--- config.mk ---
export PLATFORM = sky130hd
export DESIGN_NAME = vram_line_fetch_arbiter
export DESIGN_NICKNAME = d
export VERILOG_FILES = /design/src/rtl/vram_line_fetch_arbiter.sv
export SDC_FILE = /design/constraint.sdc
export NUM_CORES = 1
export LEC_CHECK = 0
export BUFFER_PORTS_ARGS = -buffer_cell sky130_fd_sc_hd__buf_2
export CAP_MARGIN = 40
export CORE_MARGIN = 5
export CORE_UTILIZATION = 48
export DETAILED_ROUTE_END_ITERATION = 10
export GPL_TIMING_DRIVEN = 1
export PLACE_DENSITY_LB_ADDON = 0.15
export SETUP_SLACK_MARGIN = 0.05
export SYNTH_ARGS = -nofsm -noshare
export SYNTH_HDL_FRONTEND = slang
export SYNTH_SLANG_ARGS = --single-unit
--- constraint.sdc ---
create_clock -name i_clk -period 2.5 [get_ports i_clk]
set_input_delay 0.5 -clock i_clk [delete_from_list [all_inputs] [get_ports i_clk]]
set_output_delay 0.5 -clock i_clk [all_outputs]
set_load 0.005 [all_outputs]
--- src/rtl/vram_line_fetch_arbiter.sv ---
// vram_line_fetch_arbiter
//
// Shares one single-port video RAM between CPU accesses and the display line
// prefetch. A fixed number of clocks before each displayed row goes active,
// the row's words are copied from VRAM into the display line buffer; outside
// that window the CPU gets the memory. A missed deadline is flagged.
//
// Ports:
//   i_clk, i_rst_n          clock, asynchronous active-low reset
//   i_pix_stb               one-cycle pixel strobe from the video generator
//   i_clks_before_active    signed pixels until active video on this line
//   i_y                     current row from the video generator
//   i_cpu_req/we/addr/wdata CPU request, held until o_cpu_ack
//   o_cpu_ack, o_cpu_rdata  CPU completion (combinational from i_mem_ack)
//   o_mem_req/we/addr/wdata memory request, held stable until i_mem_ack
//   i_mem_ack, i_mem_rdata  memory completion, read data valid with the ack
//   o_lb_we/addr/wdata      line buffer write port
//   o_line_ready            line buffer holds the complete current row
//   o_underrun              one-cycle pulse when the fetch deadline is missed
//   o_dbg_state             arbiter FSM state (0 ARB, 1 CPU_XFER, 2 FETCH_XFER)
//
// Handshakes: a request (i_cpu_req / o_mem_req) is raised with its command
// fields and held unchanged until the matching one-cycle ack; the transfer
// completes in the ack cycle and the requester may drop or replace the
// request in the following cycle.

module vram_line_fetch_arbiter #(
    parameter int ADDR_W         = 15,
    parameter int SCREEN_BASE    = 16384,
    parameter int WORDS_PER_LINE = 32,
    parameter int V_ROWS         = 256,
    parameter int FETCH_LEAD     = 100
) (
    input  logic                                i_clk,
    input  logic                                i_rst_n,
    input  logic                                i_pix_stb,
    input  logic signed [9:0]                   i_clks_before_active,
    input  logic [9:0]                          i_y,
    input  logic                                i_cpu_req,
    input  logic                                i_cpu_we,
    input  logic [ADDR_W-1:0]                   i_cpu_addr,
    input  logic [15:0]                         i_cpu_wdata,
    output logic                                o_cpu_ack,
    output logic [15:0]                         o_cpu_rdata,
    output logic                                o_mem_req,
    output logic                                o_mem_we,
    output logic [ADDR_W-1:0]                   o_mem_addr,
    output logic [15:0]                         o_mem_wdata,
    input  logic                                i_mem_ack,
    input  logic [15:0]                         i_mem_rdata,
    output logic                                o_lb_we,
    output logic [$clog2(WORDS_PER_LINE)-1:0]   o_lb_addr,
    output logic [15:0]                         o_lb_wdata,
    output logic                                o_line_ready,
    output logic                                o_underrun,
    output logic [1:0]                          o_dbg_state
);

    localparam int LB_W = $clog2(WORDS_PER_LINE);
    localparam logic signed [9:0] LEAD_S = 10'(FETCH_LEAD);
    localparam logic [9:0]        Y_LIM  = 10'(V_ROWS);

    typedef enum logic [1:0] {
        ST_ARB        = 2'd0,
        ST_CPU_XFER   = 2'd1,
        ST_FETCH_XFER = 2'd2
    } state_t;

    state_t            r_state;
    logic [9:0]        r_row;
    logic [LB_W-1:0]   r_word_idx;
    logic              r_fetch_pending;
    logic              r_stale;       // in-flight fetch belongs to an abandoned row
    logic              r_final_wr;    // last word is being written this cycle

    logic              w_trigger;
    logic              w_deadline;
    logic              w_word_ok;
    logic              w_last_word;
    logic [ADDR_W-1:0] w_fetch_addr;

    assign w_trigger   = i_pix_stb && (i_clks_before_active == LEAD_S) && (i_y < Y_LIM);
    assign w_deadline  = i_pix_stb && (i_clks_before_active == 10'sd0) && r_fetch_pending;
    assign w_last_word = (r_word_idx == LB_W'(WORDS_PER_LINE - 1));

    // A fetch ack is only kept while the row is still wanted: the deadline
    // may have dropped it, or a new trigger may have retargeted the fetch.
    assign w_word_ok = (r_state == ST_FETCH_XFER) && i_mem_ack && r_fetch_pending
                       && !r_stale && !w_trigger;

    assign w_fetch_addr = ADDR_W'(SCREEN_BASE + 32'(r_row) * WORDS_PER_LINE + 32'(r_word_idx));

    assign o_cpu_ack   = i_mem_ack && (r_state == ST_CPU_XFER);
    assign o_cpu_rdata = i_mem_rdata;
    assign o_dbg_state = r_state;

    always_ff @(posedge i_clk or negedge i_rst_n) begin
        if (!i_rst_n) begin
            r_state         <= ST_ARB;
            o_mem_req       <= 1'b0;
            o_mem_we        <= 1'b0;
            o_mem_addr      <= '0;
            o_mem_wdata     <= '0;
            o_lb_we         <= 1'b0;
            o_lb_addr       <= '0;
            o_lb_wdata      <= '0;
            o_line_ready    <= 1'b0;
            o_underrun      <= 1'b0;
            r_row           <= '0;
            r_word_idx      <= '0;
            r_fetch_pending <= 1'b0;
            r_stale         <= 1'b0;
            r_final_wr      <= 1'b0;
        end else begin
            o_lb_we    <= 1'b0;
            o_underrun <= 1'b0;
            r_final_wr <= 1'b0;

            case (r_state)
                ST_ARB: begin
                    // A trigger seen this cycle holds the arbiter here so the
                    // freshly latched row wins over a CPU request of the same cycle.
                    if (!w_trigger) begin
                        if (r_fetch_pending) begin
                            r_state    <= ST_FETCH_XFER;
                            o_mem_req  <= 1'b1;
                            o_mem_we   <= 1'b0;
                            o_mem_addr <= w_fetch_addr;
                            r_stale    <= 1'b0;
                        end else if (i_cpu_req && !o_cpu_ack) begin
                            r_state     <= ST_CPU_XFER;
                            o_mem_req   <= 1'b1;
                            o_mem_we    <= i_cpu_we;
                            o_mem_addr  <= i_cpu_addr;
                            o_mem_wdata <= i_cpu_wdata;
                        end
                    end
                end
                ST_CPU_XFER: begin
                    if (i_mem_ack) begin
                        r_state   <= ST_ARB;
                        o_mem_req <= 1'b0;
                        o_mem_we  <= 1'b0;
                    end
                end
                ST_FETCH_XFER: begin
                    if (i_mem_ack) begin
                        r_state   <= ST_ARB;
                        o_mem_req <= 1'b0;
                        o_mem_we  <= 1'b0;
                    end else if (w_trigger) begin
                        r_stale <= 1'b1;
                    end
                end
                default: begin
                    r_state   <= ST_ARB;
                    o_mem_req <= 1'b0;
                    o_mem_we  <= 1'b0;
                end
            endcase

            if (w_word_ok) begin
                o_lb_we    <= 1'b1;
                o_lb_addr  <= r_word_idx;
                o_lb_wdata <= i_mem_rdata;
                r_word_idx <= r_word_idx + LB_W'(1);
                if (w_last_word) begin
                    r_fetch_pending <= 1'b0;
                    r_final_wr      <= 1'b1;
                end
            end

            if (r_final_wr) begin
                o_line_ready <= 1'b1;
            end

            // The final word landing on the deadline cycle still counts as on time.
            if (w_deadline) begin
                r_fetch_pending <= 1'b0;
                o_underrun      <= !(w_word_ok && w_last_word);
            end

            if (w_trigger) begin
                r_row           <= i_y;
                r_word_idx      <= '0;
                r_fetch_pending <= 1'b1;
                o_line_ready    <= 1'b0;
                r_final_wr      <= 1'b0;
            end
        end
    end

endmodule

==> results of run 1 <==
## cells in the final DEF, fill, tap and decap left out, types with 2 or more instances in the layout
cell                       instances
sky130_fd_sc_hd__dfrtp_1          77
sky130_fd_sc_hd__nand2_1          10
sky130_fd_sc_hd__clkbuf_1          2
sky130_fd_sc_hd__o21ai_0           3
sky130_fd_sc_hd__nand3_1           4
sky130_fd_sc_hd__buf_2           147
sky130_fd_sc_hd__mux2_2           64
sky130_fd_sc_hd__clkinv_2          2
sky130_fd_sc_hd__xor2_1            2
sky130_fd_sc_hd__nor3b_4           2
sky130_fd_sc_hd__a21oi_1           5
sky130_fd_sc_hd__inv_1             5
sky130_fd_sc_hd__buf_8             2
sky130_fd_sc_hd__nor2_1            5
sky130_fd_sc_hd__ha_1              5
sky130_fd_sc_hd__nor2b_1           5
sky130_fd_sc_hd__buf_4             7
sky130_fd_sc_hd__clkbuf_8         10
sky130_fd_sc_hd__mux2_4            9
## layout make-up
cell class,instances,share of cell area
clock buffer,12,0.0329
clock inverter,4,0.0108
sequential,77,0.436
inverter,5,0.00425
tap,99,0.0280
multi-input combinational,137,0.298
timing repair buffer,157,0.190
## final timing paths
| kind | start | endpoint | slack, ps | depth (start not counted) |
|---|---|---|---|---|
| worst max-delay path | o_dbg_state[0] | o_lb_wdata[9] | 360 | 6 |
| worst max register to register | o_dbg_state[0] | o_lb_wdata[9] | 360 | 6 |
| worst min-delay path | i_rst_n | o_lb_addr[2] | 130 | 1 |
| max in group asynchronous | i_rst_n | o_mem_addr[9] | 1790 | 2 |
| worst min register to register | r_final_wr | o_line_ready | 470 | 2 |
| min in group i_clk | i_cpu_wdata[15] | o_mem_wdata[15] | 390 | 2 |
## kinds of logic after synthesis
| group | count (synthesis) | synth area share |
|---|---|---|
| flip-flops | 77 | 0.557 |
| buffers and inverters | 31 | 0.0629 |
| XOR/XNOR | 3 | 0.00759 |
| AO/OA/AOI/OAI | 13 | 0.0231 |
| adder cells (fa/ha/maj) | 5 | 0.0181 |
| multiplexers | 75 | 0.253 |
| AND/OR/NAND/NOR | 41 | 0.0784 |
## per-layer routing
| layer | GRT usage | wire (um) | up-vias |
|---|---|---|---|
| li1 | - | - | 1129 |
| met1 | 0.216 | 3130 | 1159 |
| met2 | 0.277 | 3490 | 106 |
| met3 | 0.0534 | 737 | 7 |
| met4 | 0.0613 | 68 | 0 |
| met5 | 0 | 0 | - |
## registers in the layout (all words and copies together) (netlist names), 2 cells and up
name	flops
o_dbg_state	2
r_row	10
o_mem_wdata	16
o_mem_addr	15
o_lb_addr	5
r_word_idx	5
o_lb_wdata	16
## stage by stage
step / hold WS, ps / instance area (um2) / instances
after floorplan: 204 / 3460 / 245
after CTS: 134 / 4420 / 491
final: 129 / 4420 / 491
after detailed placement: 460 / 4230 / 475
after global routing: 163 / 4420 / 491
after global placement: 451 / 4200 / 473
## power by group
| group | switching (W) | internal [W] | total, W |
|---|---|---|---|
| logic | 0.000412 | 0.000622 | 0.00103 |
| clock network | 0.000417 | 0.000486 | 0.000903 |
| registers | 0.000148 | 0.00153 | 0.00168 |
| total | 0.000977 | 0.00263 | 0.00361 |
==> results.md, run 1 <==
| Result | This run |
| --- | --- |
| Area of the die | 9010 um2 |
| Antenna diodes | 0 |
| WP data arrival | 2360 ps |
| Total setup buffers inserted after CTS | 0 |
| Number of buffers and inverters on the critical path | 2 |
| Detailed-router iteration count before antenna repair | 4 |
| Number of top-level pins | 149 |
| Layout Skew | 11.0 ps |
| Power Density | 818 nW/um2 |
| HP Class | input port to asynchronous set/reset pin |
| Critical path data required time | 2710 ps |
| CTS Root Cell | sky130_fd_sc_hd__clkbuf_8 |
| Net count of the mapped netlist | 323 |
| Cell family contributing the most delay on the critical path | simple AND/OR/NAND/NOR gates |
| Final Critical Period | 2140 ps |
| Clock-pin slew reported for the worst setup and hold paths after clock tree synthesis | 80 ps |
| Cell-by-cell listing of the critical path | inv_1 > ha_1 > nand4b_1 > nor2_2 > buf_8 > mux2_2 |
| Post-route setup slack | 358 ps |
| Ranking of synthesized cells by area | sky130_fd_sc_hd__dfrtp_1 56%, sky130_fd_sc_hd__mux2_2 21%, sky130_fd_sc_hd__mux2_4 3.9%, sky130_fd_sc_hd__buf_4 3.5%, sky130_fd_sc_hd__ha_1 1.8% |
| Run status | finished, final reports clean |
| Number of antenna violations at the first check in global routing | 0 |
| Slew @ Worst Pin | 791 ps |
| FFs w/ async S/R, synth | 1.00 |
| Number of enable flip-flop cells after synthesis | 0 |
| Proportion of layout cells with a drive suffix above 1 | 0.638 |
| Routed length per placed instance | 15.1 um |
| Area fraction of the dominant cell type after synthesis | 0.557 |
| Hold Fails Final Rpt | 0 |
| Worst-Skew Late Latency | 340 ps |
| Total number of nets in the final design | 465 |
| Remaining antenna violation count | 0 |
| Relative slew margins | 0.472 |
| Startpoint class of the critical path | flop |
| Endpoint kind of the worst setup timing path | flop |
| Final estimated routing congestion in global placement | 0.741 |
| Pins Over Slew Limit | 0 |
| CP Class | flop to flop |
| Fraction of the cycle the final worst path needs | 0.857 |
| Multi-input logic area | 1320 um2 |
| Largest net degree at the start of global routing | 41 |
| CTS Buf Count | 9 |
| Area of the core | 7140 um2 |
| CTS tree | done |
| Area leader, netlist | sky130_fd_sc_hd__dfrtp_1 |
| Leakage | 2.32 nW |
| Number of global-route vias before repair | 2,574 |
| Synth warnings | 0 |
| Count of mapped cells out of synthesis | 245 |
| Y dimension of the die | 94.9 um |
| Summed instance area of the synthesized netlist | 3460 um2 |
| Drt first-iter violations | 51 |
| Overall power | 0.00361 W |
| H-Tree Level Count | 3 |
| Setup WS pre-CTS | 89.0 ps |
| Initial Utilization | 0.485 |
| Number of buffers on the longest clock path | 2 |
| Horizontal die dimension | 94.9 um |
| Most instantiated flip-flop cell in the synthesis netlist | sky130_fd_sc_hd__dfrtp_1 |
| FILL cells | 628 |
| Sequential area share after synthesis | 0.557 |
| Via count of the routed design | 2,401 |
| CP peak stage delay | 540 ps |
| Area of all sequential standard cells | 1930 um2 |
| Post-detailed-route DRC marker count | 0 |
| Unrepaired setup endpoints after global routing | no |
| Number of max-cap violations | 0 |
| Hold buffer count at CTS | 0 |
| Top cell types by occurrence after synthesis | 77 x sky130_fd_sc_hd__dfrtp_1, 64 x sky130_fd_sc_hd__mux2_2, 16 x sky130_fd_sc_hd__buf_4, 10 x sky130_fd_sc_hd__nand2_1, 9 x sky130_fd_sc_hd__mux2_4 |
| Worst Path Max Fanout | 13 |
| Total detailed-routing wirelength | 7.42 mm |
| Final setup violation count | 0 |
| First-pass GRT wire length | 11.9 mm |
| Total routing usage reported by global routing | 0.171 |
| Area growth, synth to finish | 27.6% |
| Synthesis-stage register bit count | 77 |
| HPWL after detailed placement | 5.62 mm |
| Layout Utilization | 0.619 |
| Count of clock tree sinks | 77 |
| Site row count | 31 |
| Number of distinct library cells after synthesis | 40 |
| GR Overflow Total | 0 |
| Average cell area after synthesis | 14.1 um2 |
| Most common cell in the netlist | sky130_fd_sc_hd__dfrtp_1 |
| Cell with the largest stage delay on the worst path | sky130_fd_sc_hd__nor2_2 |
| Port Buf Inserts | 148 |
| Fmax | 0.467 GHz |
| Worst IR drop on VDD | 0.564 mV |
| Setup TNS Final | 0 ps |
| Number of resized instances in the post-cts repair step | 0 |
| Detailed-route vias per instance | 4.89 |
Note: power is estimated with default switching activity, not from simulation.
==> run 2: changes to the inputs <==
--- a/config.mk
+++ b/config.mk
@@ -5,10 +5,11 @@
 export SDC_FILE = /design/constraint.sdc
 export NUM_CORES = 1
 export LEC_CHECK = 0
+export ABC_AREA = 1
 export BUFFER_PORTS_ARGS = -buffer_cell sky130_fd_sc_hd__buf_2
 export CAP_MARGIN = 40
 export CORE_MARGIN = 5
-export CORE_UTILIZATION = 48
+export CORE_UTILIZATION = 50
 export DETAILED_ROUTE_END_ITERATION = 10
 export GPL_TIMING_DRIVEN = 1
 export PLACE_DENSITY_LB_ADDON = 0.15
==> constraint.sdc (replaced) <==
create_clock -name i_clk -period 2.6 [get_ports i_clk]
set_input_delay 0.52 -clock i_clk [delete_from_list [all_inputs] [get_ports i_clk]]
set_output_delay 0.52 -clock i_clk [all_outputs]
set_load 0.005 [all_outputs]
==> run 2 against run 1 <==
  * Clock skew shrank 5.4 ps
  * Largest power group unchanged
  * Register-to-register slack improved by 400 ps
  * First-iteration DRC count up 110%
  * Critical endpoint is now o_mem_req
  * Sequential power decreased by 6%
  * Core utilization rose by 2.9 points
  * Critical path depth stayed put
  * Synthesized cell count increased by 81%
  * Non-clock buffer count fell by 4
  * Count of clock-buffer cells in the layout down 1
  * Maximum frequency increased by 16%
  * Largest cell class unchanged
==> results.md, run 2 <==
| Result | This run | Delta |
| --- | --- | --- |
| Y dimension of the die | 94.3 um | -0.71% |
| Relative slew margins | 0.579 | +0.107 |
| Number of buffers on the longest clock path | 2 | unchanged |
| Worst Path Max Fanout | 18 | +5 |
| Synth warnings | 0 | unchanged |
| Number of global-route vias before repair | 3,182 | +24% |
| Clock-pin slew reported for the worst setup and hold paths after clock tree synthesis | 70 ps | about the same |
| CTS tree | done |  |
| Summed instance area of the synthesized netlist | 3550 um2 | +2.5% |
| Top cell types by occurrence after synthesis | 214 x sky130_fd_sc_hd__nand2_1, 77 x sky130_fd_sc_hd__dfrtp_1, 27 x sky130_fd_sc_hd__inv_1, 26 x sky130_fd_sc_hd__nand3_1, 22 x sky130_fd_sc_hd__o21ai_0 |  |
| Switching power share of the total | 0.322 | +0.0513 |
| Largest net degree at the start of global routing | 49 | +20% |
| Count of mapped cells out of synthesis | 444 | +81% |
| Layout Utilization | 0.648 | +0.0292 |
| Leakage | 2.71 nW | +17% |
| Initial Utilization | 0.517 | +0.0317 |
| Total routing usage reported by global routing | 0.210 | +0.0396 |
| Sequential area share after synthesis | 0.543 | -0.0137 |
| Average cell area after synthesis | 7.99 um2 | -43% |
| Number of enable flip-flop cells after synthesis | 0 | unchanged |
| Pins Over Slew Limit | 0 | unchanged |
| Total number of nets in the final design | 654 | +41% |
| Setup TNS Final | 0 ps | unchanged |
| Area fraction of the dominant cell type after synthesis | 0.543 | -0.0137 |
| Number of max-cap violations | 0 | unchanged |
| Site row count | 30 | -3.2% |
| Final Critical Period | 1850 ps | -297 ps |
| Launch instance of the worst register-to-register path | o_dbg_state[0] |  |
| Hold buffer count at CTS | 0 | unchanged |
| Proportion of power drawn by the clock network | 0.257 | +0.007 |
| Hold Fails Final Rpt | 0 | unchanged |
| Detailed-router iteration count before antenna repair | 4 | unchanged |
| Most common cell after layout, fill and taps aside | sky130_fd_sc_hd__nand2_1 |  |
| Critical Path Start | o_dbg_state[0] |  |
| Area leader, netlist | sky130_fd_sc_hd__dfrtp_1 |  |
| Unrepaired setup endpoints after global routing | no |  |
| Fmax | 0.542 GHz | +16% |
| Endpoint kind of the worst setup timing path | flop |  |
| Share of power burned in registers | 0.465 | about the same |
| HPWL after detailed placement | 6.72 mm | +19% |
| CTS Buf Count | 9 | unchanged |
| Largest registers | o_lb_wdata: 16 flops, o_mem_wdata: 16 flops, o_mem_addr: 15 flops |  |
| Combinational cell fraction of total power | 0.278 | -0.008 |
| Routed length per placed instance | 13.3 um | -12% |
| Final estimated routing congestion in global placement | 0.844 | +14% |
| CP Class | flop to flop |  |
| Startpoint class of the critical path | flop |  |
| Number of distinct library cells after synthesis | 21 | -48% |
| Remaining antenna violation count | 0 | unchanged |
| Most frequent cells in the layout | 214 x sky130_fd_sc_hd__nand2_1, 147 x sky130_fd_sc_hd__buf_2, 77 x sky130_fd_sc_hd__dfrtp_1, 27 x sky130_fd_sc_hd__inv_1, 26 x sky130_fd_sc_hd__nand3_1 |  |
| GR Overflow Total | 0 | unchanged |
| H-Tree Level Count | 3 | unchanged |
| Area of the core | 6870 um2 | -3.8% |
| Number of resized instances in the post-cts repair step | 0 | unchanged |
| Worst-Skew Late Latency | 330 ps | about the same |
| Int Pwr | 0.00231 W | -12% |
| Critical path data required time | 2880 ps | +170 ps |
| Final setup violation count | 0 | unchanged |
| Port Buf Inserts | 148 | unchanged |
| Total detailed-routing wirelength | 9.01 mm | +21% |
| CTS Root Cell | sky130_fd_sc_hd__clkbuf_8 |  |
| Proportion of layout cells with a drive suffix above 1 | 0.307 | -0.331 |
| Horizontal die dimension | 94.3 um | -0.71% |
| Net count of the mapped netlist | 522 | +62% |
| HP Class | input port to asynchronous set/reset pin |  |
| Number of antenna violations at the first check in global routing | 0 | unchanged |
| Run status | finished, final reports clean |  |
| Ranking of synthesized cells by area | sky130_fd_sc_hd__dfrtp_1 54%, sky130_fd_sc_hd__nand2_1 23%, sky130_fd_sc_hd__buf_4 3.8%, sky130_fd_sc_hd__nand3_1 3.7%, sky130_fd_sc_hd__o21ai_0 3.1% |  |
| Most instantiated flip-flop cell in the synthesis netlist | sky130_fd_sc_hd__dfrtp_1 |  |
| Fraction of the cycle the final worst path needs | 0.710 | -0.147 |
| Slew @ Worst Pin | 631 ps | -160 ps |
| Drt first-iter violations | 107 | +110% |
| Post-detailed-route DRC marker count | 0 | unchanged |
| First-pass GRT wire length | 14.6 mm | +22% |
| FFs w/ async S/R, synth | 1.00 | unchanged |
| Total setup buffers inserted after CTS | 0 | unchanged |
| Area of the die | 8880 um2 | -1.4% |
| Most common cell in the netlist | sky130_fd_sc_hd__nand2_1 |  |
| Worst IR drop on VDD | 0.291 mV | -48% |
| Count of clock tree sinks | 77 | unchanged |
| Detailed-route vias per instance | 4.78 | -2.2% |
| Synthesis-stage register bit count | 77 | unchanged |
| Overall power | 0.00340 W | -5.7% |
| Psw | 0.00110 W | +12% |
| Area growth, synth to finish | 25.4% |  |
| Power Density | 765 nW/um2 | -6.5% |
| Via count of the routed design | 3,234 | +35% |
| Antenna diodes | 0 | unchanged |
| Layout Skew | 5.66 ps | -5.38 ps |
| WP data arrival | 2120 ps | -240 ps |
| Number of top-level pins | 149 | unchanged |
run 2: changes by cell type after synthesis, moves of 4 or more:
cell	change
sky130_fd_sc_hd__buf_2	+7
sky130_fd_sc_hd__o21ai_0	+19
sky130_fd_sc_hd__mux2_2	-64
sky130_fd_sc_hd__buf_6	-5
sky130_fd_sc_hd__nand2_2	+4
sky130_fd_sc_hd__nand2_1	+204
sky130_fd_sc_hd__nand3_1	+22
sky130_fd_sc_hd__nor2_1	+13
sky130_fd_sc_hd__mux2_4	-9
sky130_fd_sc_hd__inv_1	+22
sky130_fd_sc_hd__nor2b_1	-5
run 2: final cells by class:
type / instances / area, um2
repair buffers: 153 / 793
multi-input cells: 306 / 1310
clock inverters: 4 / 48.8
inverters: 29 / 109
flip-flops and latches: 77 / 1930
well taps: 96 / 120
clock buffers: 11 / 141
fillers: 641 / 2420
run 2: kinds of logic (layout without fill, tap and decap cells):
kind of cell               count (synthesis)  after routing  synth area share
adders and majority gates                  5              5            0.0176
and+or+nand+nor                          273            273             0.312
buffers and inverters                     61            197            0.0871
DFF                                       77             77             0.543
AOI/OAI and AO/OA                         28             28            0.0402
run 2: metrics by stage:
stage | hold WS [ps] | std cells | worst slack, ps | cell area, um2
CTS | 221 | 676 | 749 | 4450
floorplan | 224 | 444 | 1040 | 3550
finish | 201 | 676 | 755 | 4450
detailed placement | 454 | 661 | 645 | 4260
global route | 241 | 676 | 580 | 4450
global placement | 448 | 661 | 690 | 4260
run 2: final timing paths:
check | endpoint | slack [ps] | cells after the start
max | o_mem_req | 750 | 6
min | o_mem_addr[14] | 200 | 1
max reg2reg | o_mem_req | 750 | 6
min reg2reg | o_mem_wdata[13] | 470 | 2
max in group asynchronous | o_lb_wdata[15] | 1810 | 2
min in group i_clk | r_row[4] | 380 | 3
run 2: power groups by stage:
| stage | Combinational, W | Sequential, W | Clock, W |
|---|---|---|---|
| detailed placement | 0.000956 | 0.00161 | 0 |
| finish | 0.000946 | 0.00158 | 0.000874 |
| global route | 0.00108 | 0.00161 | 0.000957 |
| floorplan | 0.000465 | 0.00162 | 0 |
| global placement | 0.000930 | 0.00160 | 0 |
| CTS | 0.000963 | 0.00158 | 0.000897 |
run 2: metal layers:
metal / wire length [um] / GRT usage
met5: 0 / 0
met4: 165 / 0.0782
met3: 679 / 0.0489
met2: 4500 / 0.359
met1: 3670 / 0.259
run 2: critical path, stage by stage (launching register included):
cell	delay, ps
sky130_fd_sc_hd__dfrtp_1	420
sky130_fd_sc_hd__inv_1	100
sky130_fd_sc_hd__ha_1	280
sky130_fd_sc_hd__inv_1	330
sky130_fd_sc_hd__nor2_4	460
sky130_fd_sc_hd__nand2_1	110
sky130_fd_sc_hd__nand2_1	90
